### src/rtl/dmem_ctrl.sv
// Data-memory controller: turns a single-cycle core load/store into a
// request/acknowledge memory transaction with byte lanes, sign/zero
// extension, misalignment detection and a bounded wait for mem_ack.
module dmem_ctrl #(
    parameter int unsigned TIMEOUT = 255
) (
    input  logic        clk,
    input  logic        reset,
    input  logic        core_valid,
    input  logic        core_we,
    input  logic [2:0]  funct3,
    input  logic [31:0] addr,
    input  logic [31:0] wdata,
    output logic [31:0] rdata,
    output logic        stall,
    output logic        err,
    output logic        mem_req,
    output logic        mem_we,
    output logic [31:0] mem_addr,
    output logic [3:0]  mem_be,
    output logic [31:0] mem_wdata,
    input  logic        mem_ack,
    input  logic [31:0] mem_rdata
);

    typedef enum logic [1:0] {
        IDLE = 2'd0,
        BUSY = 2'd1,
        DONE = 2'd2
    } state_t;

    // Last BUSY cycle index before the wait is abandoned.
    localparam logic [9:0] CNT_LAST = 10'(TIMEOUT - 1);

    // Access legality: size code must exist for the direction, and
    // halfwords/words must be naturally aligned.
    function automatic logic f_legal(input logic we, input logic [2:0] f3,
                                     input logic [1:0] lo);
        logic ok;
        case (f3)
            3'b000:  ok = 1'b1;
            3'b001:  ok = (lo[0] == 1'b0);
            3'b010:  ok = (lo == 2'b00);
            3'b100:  ok = !we;
            3'b101:  ok = !we && (lo[0] == 1'b0);
            default: ok = 1'b0;
        endcase
        return ok;
    endfunction

    // Byte enables; the size is carried in the low two bits of funct3.
    function automatic logic [3:0] f_be(input logic [1:0] sz, input logic [1:0] lo);
        logic [3:0] be;
        case (sz)
            2'b00:   be = 4'b0001 << lo;
            2'b01:   be = 4'b0011 << lo;
            2'b10:   be = 4'b1111;
            default: be = 4'b0000;
        endcase
        return be;
    endfunction

    // Replicate store data across every lane it could land in.
    function automatic logic [31:0] f_wdata(input logic [1:0] sz, input logic [31:0] d);
        logic [31:0] w;
        case (sz)
            2'b00:   w = {4{d[7:0]}};
            2'b01:   w = {2{d[15:0]}};
            2'b10:   w = d;
            default: w = 32'h0000_0000;
        endcase
        return w;
    endfunction

    // Pick the addressed lane out of the read word and extend it.
    function automatic logic [31:0] f_extract(input logic [2:0] f3, input logic [1:0] lo,
                                              input logic [31:0] word);
        logic [7:0]  b;
        logic [15:0] h;
        logic [31:0] r;
        b = word[8*lo +: 8];
        h = lo[1] ? word[31:16] : word[15:0];
        case (f3)
            3'b000:  r = {{24{b[7]}}, b};
            3'b001:  r = {{16{h[15]}}, h};
            3'b010:  r = word;
            3'b100:  r = {24'h00_0000, b};
            3'b101:  r = {16'h0000, h};
            default: r = 32'h0000_0000;
        endcase
        return r;
    endfunction

    state_t      state_q, state_d;
    logic        we_q, we_d;
    logic [2:0]  f3_q, f3_d;
    logic [1:0]  lo_q, lo_d;
    logic [9:0]  cnt_q, cnt_d;
    logic [31:0] rdata_q, rdata_d;
    logic        mem_req_q, mem_req_d;
    logic        mem_we_q, mem_we_d;
    logic [31:0] mem_addr_q, mem_addr_d;
    logic [3:0]  mem_be_q, mem_be_d;
    logic [31:0] mem_wdata_q, mem_wdata_d;

    logic        legal_s;
    logic        timeout_hit_s;

    // Classify the incoming access and detect the final unacknowledged wait cycle.
    always_comb begin
        legal_s       = f_legal(core_we, funct3, addr[1:0]);
        timeout_hit_s = (state_q == BUSY) && !mem_ack && (cnt_q == CNT_LAST);
    end

    // Next-state and next-output computation for the transaction FSM.
    always_comb begin
        state_d     = state_q;
        we_d        = we_q;
        f3_d        = f3_q;
        lo_d        = lo_q;
        cnt_d       = cnt_q;
        rdata_d     = rdata_q;
        mem_req_d   = mem_req_q;
        mem_we_d    = mem_we_q;
        mem_addr_d  = mem_addr_q;
        mem_be_d    = mem_be_q;
        mem_wdata_d = mem_wdata_q;
        case (state_q)
            IDLE: begin
                if (core_valid && legal_s) begin
                    state_d     = BUSY;
                    we_d        = core_we;
                    f3_d        = funct3;
                    lo_d        = addr[1:0];
                    cnt_d       = 10'd0;
                    mem_req_d   = 1'b1;
                    mem_we_d    = core_we;
                    mem_addr_d  = {addr[31:2], 2'b00};
                    mem_be_d    = f_be(funct3[1:0], addr[1:0]);
                    mem_wdata_d = f_wdata(funct3[1:0], wdata);
                end else begin
                    rdata_d = 32'h0000_0000;
                end
            end
            BUSY: begin
                if (mem_ack) begin
                    state_d   = DONE;
                    rdata_d   = we_q ? 32'h0000_0000 : f_extract(f3_q, lo_q, mem_rdata);
                    mem_req_d = 1'b0;
                    mem_we_d  = 1'b0;
                    mem_be_d  = 4'b0000;
                end else if (timeout_hit_s) begin
                    state_d   = IDLE;
                    rdata_d   = 32'h0000_0000;
                    mem_req_d = 1'b0;
                    mem_we_d  = 1'b0;
                    mem_be_d  = 4'b0000;
                end else begin
                    cnt_d = cnt_q + 10'd1;
                end
            end
            DONE: begin
                state_d = IDLE;
                rdata_d = 32'h0000_0000;
            end
            default: begin
                state_d   = IDLE;
                rdata_d   = 32'h0000_0000;
                mem_req_d = 1'b0;
                mem_we_d  = 1'b0;
                mem_be_d  = 4'b0000;
            end
        endcase
    end

    // State and registered outputs; reset abandons any transfer in flight.
    always_ff @(posedge clk or posedge reset) begin
        if (reset) begin
            state_q     <= IDLE;
            we_q        <= 1'b0;
            f3_q        <= 3'b000;
            lo_q        <= 2'b00;
            cnt_q       <= 10'd0;
            rdata_q     <= 32'h0000_0000;
            mem_req_q   <= 1'b0;
            mem_we_q    <= 1'b0;
            mem_addr_q  <= 32'h0000_0000;
            mem_be_q    <= 4'b0000;
            mem_wdata_q <= 32'h0000_0000;
        end else begin
            state_q     <= state_d;
            we_q        <= we_d;
            f3_q        <= f3_d;
            lo_q        <= lo_d;
            cnt_q       <= cnt_d;
            rdata_q     <= rdata_d;
            mem_req_q   <= mem_req_d;
            mem_we_q    <= mem_we_d;
            mem_addr_q  <= mem_addr_d;
            mem_be_q    <= mem_be_d;
            mem_wdata_q <= mem_wdata_d;
        end
    end

    // Core handshake: stall while accepting or waiting, err on illegal access or abort.
    always_comb begin
        if (reset) begin
            stall = 1'b0;
            err   = 1'b0;
        end else begin
            stall = ((state_q == IDLE) && core_valid && legal_s) ||
                    ((state_q == BUSY) && !timeout_hit_s);
            err   = ((state_q == IDLE) && core_valid && !legal_s) || timeout_hit_s;
        end
    end

    assign rdata     = rdata_q;
    assign mem_req   = mem_req_q;
    assign mem_we    = mem_we_q;
    assign mem_addr  = mem_addr_q;
    assign mem_be    = mem_be_q;
    assign mem_wdata = mem_wdata_q;

endmodule
### config.mk
export PLATFORM = sky130hd
export DESIGN_NAME = dmem_ctrl
export DESIGN_NICKNAME = d
export VERILOG_FILES = /design/src/rtl/dmem_ctrl.sv
export SDC_FILE = /design/constraint.sdc
export NUM_CORES = 1
export LEC_CHECK = 0
export BUFFER_PORTS_ARGS = -buffer_cell sky130_fd_sc_hd__buf_4
export CORE_MARGIN = 2
export CORE_UTILIZATION = 54
export DETAILED_ROUTE_END_ITERATION = 8
export PLACE_DENSITY_LB_ADDON = 0.1
export SLEW_MARGIN = 20
export SYNTH_ARGS = -nofsm -noshare
export SYNTH_HDL_FRONTEND = slang
export SYNTH_SLANG_ARGS = --single-unit
### constraint.sdc
create_clock -name clk -period 9.8 [get_ports clk]
set_input_delay 0.49 -clock clk [delete_from_list [all_inputs] [get_ports clk]]
set_output_delay 0.49 -clock clk [all_outputs]
set_load 0.005 [all_outputs]
After elaboration in Yosys (flattened, before gate mapping). Cells that the tools add are included.

Add/subtract/negate cells: 1. Multiply operators: 0. Div/mod/pow operators: 0. Order comparisons: 0. Equality and inequality tests: 18. Shift operators: 3. Muxes and demuxes: 30. Bitwise gates (word level): 2. Reduce and logical (&&, ||, !) cells: 25.

Operator list (number): case mux 32 bit (5 select lines) (1); 2-to-1 mux 32 bit (4); case mux 32 bit (3 select lines) (1); case mux 32 bit (2 select lines) (1); variable part select 32 x 6 -> 8 bit (1); 2-to-1 mux 10 bit (3); case mux 4 bit (3 select lines) (2); case mux 10 bit (2 select lines) (1); 2-to-1 mux 16 bit (1); equality test 3 bit (second input constant) (4); 2-to-1 mux 4 bit (3); adder 10 x 1 -> 10 bit (second input constant) (1); equality test 10 x 8 -> 1 bit (second input constant) (1); logical AND 1 bit (8); inequality test 2 bit (second input constant) (4); equality test 3 x 1 -> 1 bit (second input constant) (2); equality test 3 x 2 -> 1 bit (second input constant) (2); logical NOT 2 bit (3); logical NOT 3 bit (2); 2-to-1 mux 1 bit (6); 2-to-1 mux 2 bit (3); case mux 1 bit (3 select lines) (2); AND reduction 2 bit (3); case mux 1 bit (5 select lines) (1); 12 further kinds (19).

Register bits after elaboration: 118. Bits in latches: 0. RAM bits: 0. Bits in read-only memories: 0. Bits of input ports: 104. Output and inout port bits: 104. Word-level logic and storage cells: 90. Memories kept: 0.

Longest topological paths before layout.
Depth in word-level cells: 7. Mapped depth: 8.

Worst setup path after synthesis. OpenSTA, ideal clock, no wires.

Kind: in2reg. From: input addr[0]. To: register cnt_q[7]. Arrival time: 1761 ps. Data required time: 9669 ps. Slack: 7908 ps. Stages on the path: 7. Buffers on the path: 3. Cells stage by stage: buf_2 -> or4_4 -> a21boi_2 -> or2_1 -> buf_6 -> buf_6 -> a31oi_1.

Longest elaborated chain between the ends: 6. Elaborated cells on any way between the ends: 7.

RTL lines: start: declaration (line 12) `input logic [31:0] addr,`; inverter 1 bit (line 42, 45); logical AND 1 bit (line 45) `3'b101: ok = !we && (lo[0] == 1'b0);`; case mux 1 bit (5 select lines) * (line 40) `case (f3)`; logical AND 1 bit * (line 130) `if (core_valid && legal_s) begin`; inequality test 2 bit (no source line) *; AND reduction 4 bit (no source line) *; end signal: assignment (line 195) `cnt_q <= cnt_d;`; end: declaration (line 98) `logic [9:0] cnt_q, cnt_d;`.

Every way passes the cells marked *; elsewhere a longest branch is shown, timed or not. A chain may end at the register's enable or synchronous reset.

Final worst setup path.
From: register state_q[1]. To: register cnt_q[6].

Longest elaborated chain between the ends: 5. Elaborated cells on any way between the ends: 10.

RTL lines: start: declaration (line 94) `state_t state_q, state_d;`; start signal: assignment (line 191) `state_q <= state_d;`; equality test 2 x 1 -> 1 bit (line 112, 128); logical AND 1 bit (2 in series) (line 112) `timeout_hit_s = (state_q == BUSY) && !mem_ack && (cnt_q == CNT_LAST);`; inequality test 2 bit (no source line); AND reduction 4 bit (no source line).

Parallel ways exist; a longest one is shown, timed or not.

==> impl_metrics.toml <==
[cells_and_area]
final_cell_mix = "buf_4 (209), nand2_1 (178), dfrtp_1 (118)"
stdcell_area_sq_um = 7850
final_common_cell = "buf_4"
fill_cells = 704
diodes = 0
nets = 894
syn_to_final_growth_pct = 38.6
layout-drive-gt1-share_pct = 33.0

[timing]
min_period_over_period_pct = 27.8
finalHoldViolCount = 0
clock_skew_ns = 0.00549
fin_crit_ns = 2.72
max_freq_mhz = 367
tightest_slew_ns = 1.01
slew_viol_final = 0
setup-tns-final_ns = 0
rsz0062_at_grt = "no"
finalSetupViolCount = 0
slew_headroom_pct = 32.5

[routing]
first_pass_iters = 6
ant_nets = 0
via_per_inst = 5.70
routedWlPerCell_um = 17.5
routed_wl_mm = 16.4
vias = 5342
wl_met1_mm = 6.38
highest_layer = "met4"
drc = 0
first_iter_violations = 324
met2RoutedLength_mm = 8.08
wl_met3_mm = 1.44

[floorplanning]
core_area_sq_um = 10200
fp.dieW_um = 106
fp.dieArea_sq_um = 11300
top_level_ports = 208
start_util_pct = 55.4
row_count = 37
die_h_um = 106

[placement]
placed_area_sq_um = 7200
hpwl_mm = 11.4
gp_congestion = 0.812
portBuffers = 205

[worst_setup_path]
critPathCaptureType = "flop"
regToRegSetupSlack_ns = 7.08
critPathBufInv = 0
crit_family = "compound AO/OA/AOI/OAI gates"
slowest_delay_ns = 0.87
path_class = "reg2reg"
cp.required_ns = 10.18
critPathSlowestCell = "o31a_1"
cp-start-kind = "flop"
crit_chain = "nor3b_1, o31a_1, or2_2, a31oi_1"
path_max_fanout = 30
crit_arrival_ns = 3.10

[hold_path]
hold_path_class = "in2async"

[logic_synthesis]
syn_inst = 603
netlist_area_sq_um = 5660
synth_seq_cells = 118
synth-edff-count = 0
yosysWarnings = 0
synth-seq-area-share_pct = 52.1
syn_area_per_cell_sq_um = 9.39
synth_top_cell_area_share_pct = 52.1
yosysUniqueCellTypes = 50
synth_area_leaders = "dfrtp_1 (52%), nand2_1 (12%), o21ai_0 (4.5%), a21oi_1 (3.4%), a2bb2oi_1 (2.5%)"
synth_top_flop_cell = "dfrtp_1"
yosys.area.top_type = "dfrtp_1"
synthArstFlopShare_pct = 100

[cts]
clk_latency_ns = 0.54
cts_made_buffers = 17
ctsHoldBuffers = 0
clk_pin_slew_worst_paths_ns = 0.05
cts_resized = 0
numClockSinks = 118
htreeDepth = 4
tritoncts = "built"
postCtsSetupBuffers = 0
cts_root_buf = "clkbuf_8"
cts_buffer_depth = 2

[global_routing]
grt_pass1_wl_mm = 26.7
antenna_found_initial = 0
overflow = 0
grt_use_total_pct = 30.2
grt_pass1_vias = 5413
grt_max_degree = 81

[power_and_ir_drop]
power_leakage_nw = 3.95
power_density_nw_per_um2 = 227
ir_drop_uv = 164

[job]
cap_violations = 0

[outcome]
status = "finished clean"
## final timing paths
check,cells after the start,startpoint,to
max,4,state_q[1]$_DFFE_PP0P_,cnt_q[6]$_DFFE_PP0P_
min,2,reset,mem_addr[5]$_DFFE_PP0P_
max reg2reg,4,state_q[1]$_DFFE_PP0P_,cnt_q[6]$_DFFE_PP0P_
min reg2reg,2,mem_addr[9]$_DFFE_PP0P_,mem_addr[9]$_DFFE_PP0P_
max in group asynchronous,3,reset,rdata[15]$_DFFE_PP0P_
min in group clk,3,addr[19],mem_addr[19]$_DFFE_PP0P_
## registers in the layout (all words and copies together) (netlist names)
signal     count
we_q           1
state_q        2
mem_be         4
mem_we         1
mem_wdata     32
rdata         32
mem_addr      30
f3_q           3
cnt_q         10
lo_q           2
mem_req        1
## metal layers
layer | GRT usage, % | vias to the layer above
met5 | 0 | -
met4 | 13.3 | 0
met1 | 36.8 | 2562
met3 | 10.2 | 46
li1 | - | 2494
met2 | 48.8 | 240
## cells in the mapped netlist, types with 5 or more instances
master,instances
nor2b_1,15
a21oi_1,39
dfrtp_1,118
inv_1,7
a31oi_1,8
buf_2,20
o2bb2ai_1,10
nand4_1,17
a2bb2oi_1,16
o21ai_0,51
nand2_1,178
nor2_1,9
a32o_1,6
o2bb2ai_2,9
a222oi_1,6
mux2i_1,8
nand3_1,5
clkbuf_1,18
mux2_2,6
## worst register-to-register path, stage by stage, from the launching register on
cell and delay (ns):
dfrtp_1 0.50, nor3b_1 0.34, o31a_1 0.87, or2_2 0.68
a31oi_1 0.19
## logic make-up (layout without fill, tap and decap cells)
family | Yosys count | count (layout) | synth area share, %
flops | 118 | 118 | 52.1
compound gates | 164 | 164 | 20.3
fa+ha+maj | 2 | 2 | 0.442
mux | 14 | 14 | 2.61
simple gates | 253 | 253 | 20.0
other cells | 1 | 2 | 0.0662
buf+inv | 51 | 248 | 4.49
## where the power goes
part | total, W | switching, W | internal, W
sequential | 0.000664 | 0.0000781 | 0.000585
clock | 0.000682 | 0.000217 | 0.000465
combinational | 0.000439 | 0.000213 | 0.000226
## per-stage QoR
stage | setup slack, ns | total power [W] | cells | util [%] | hold WS [ns]
after floorplan | 6.18 | 0.000874 | 604 | - | 0.438
after global placement | 6.85 | 0.00109 | 905 | 70.4 | 0.459
after detailed placement | 6.74 | 0.00110 | 905 | 70.4 | 0.463
after CTS | 6.78 | 0.00179 | 937 | 76.7 | 0.127
after global routing | 6.86 | 0.00188 | 937 | 76.7 | 0.132
final | 7.08 | 0.00178 | 937 | 76.7 | 0.127
## area by class of cell
| type | instances | area [sq um] | share of cell area (%) |
|---|---|---|---|
| repair buffers | 209 | 1570 | 20.0 |
| inverters | 7 | 28.8 | 0.367 |
| multi-input cells | 435 | 2480 | 31.6 |
| well taps | 136 | 170 | 2.17 |
| clock buffers | 24 | 480 | 6.12 |
| flip-flops and latches | 118 | 2950 | 37.6 |
| clock inverters | 8 | 168 | 2.14 |
Note: power is estimated with default switching activity, not from simulation.
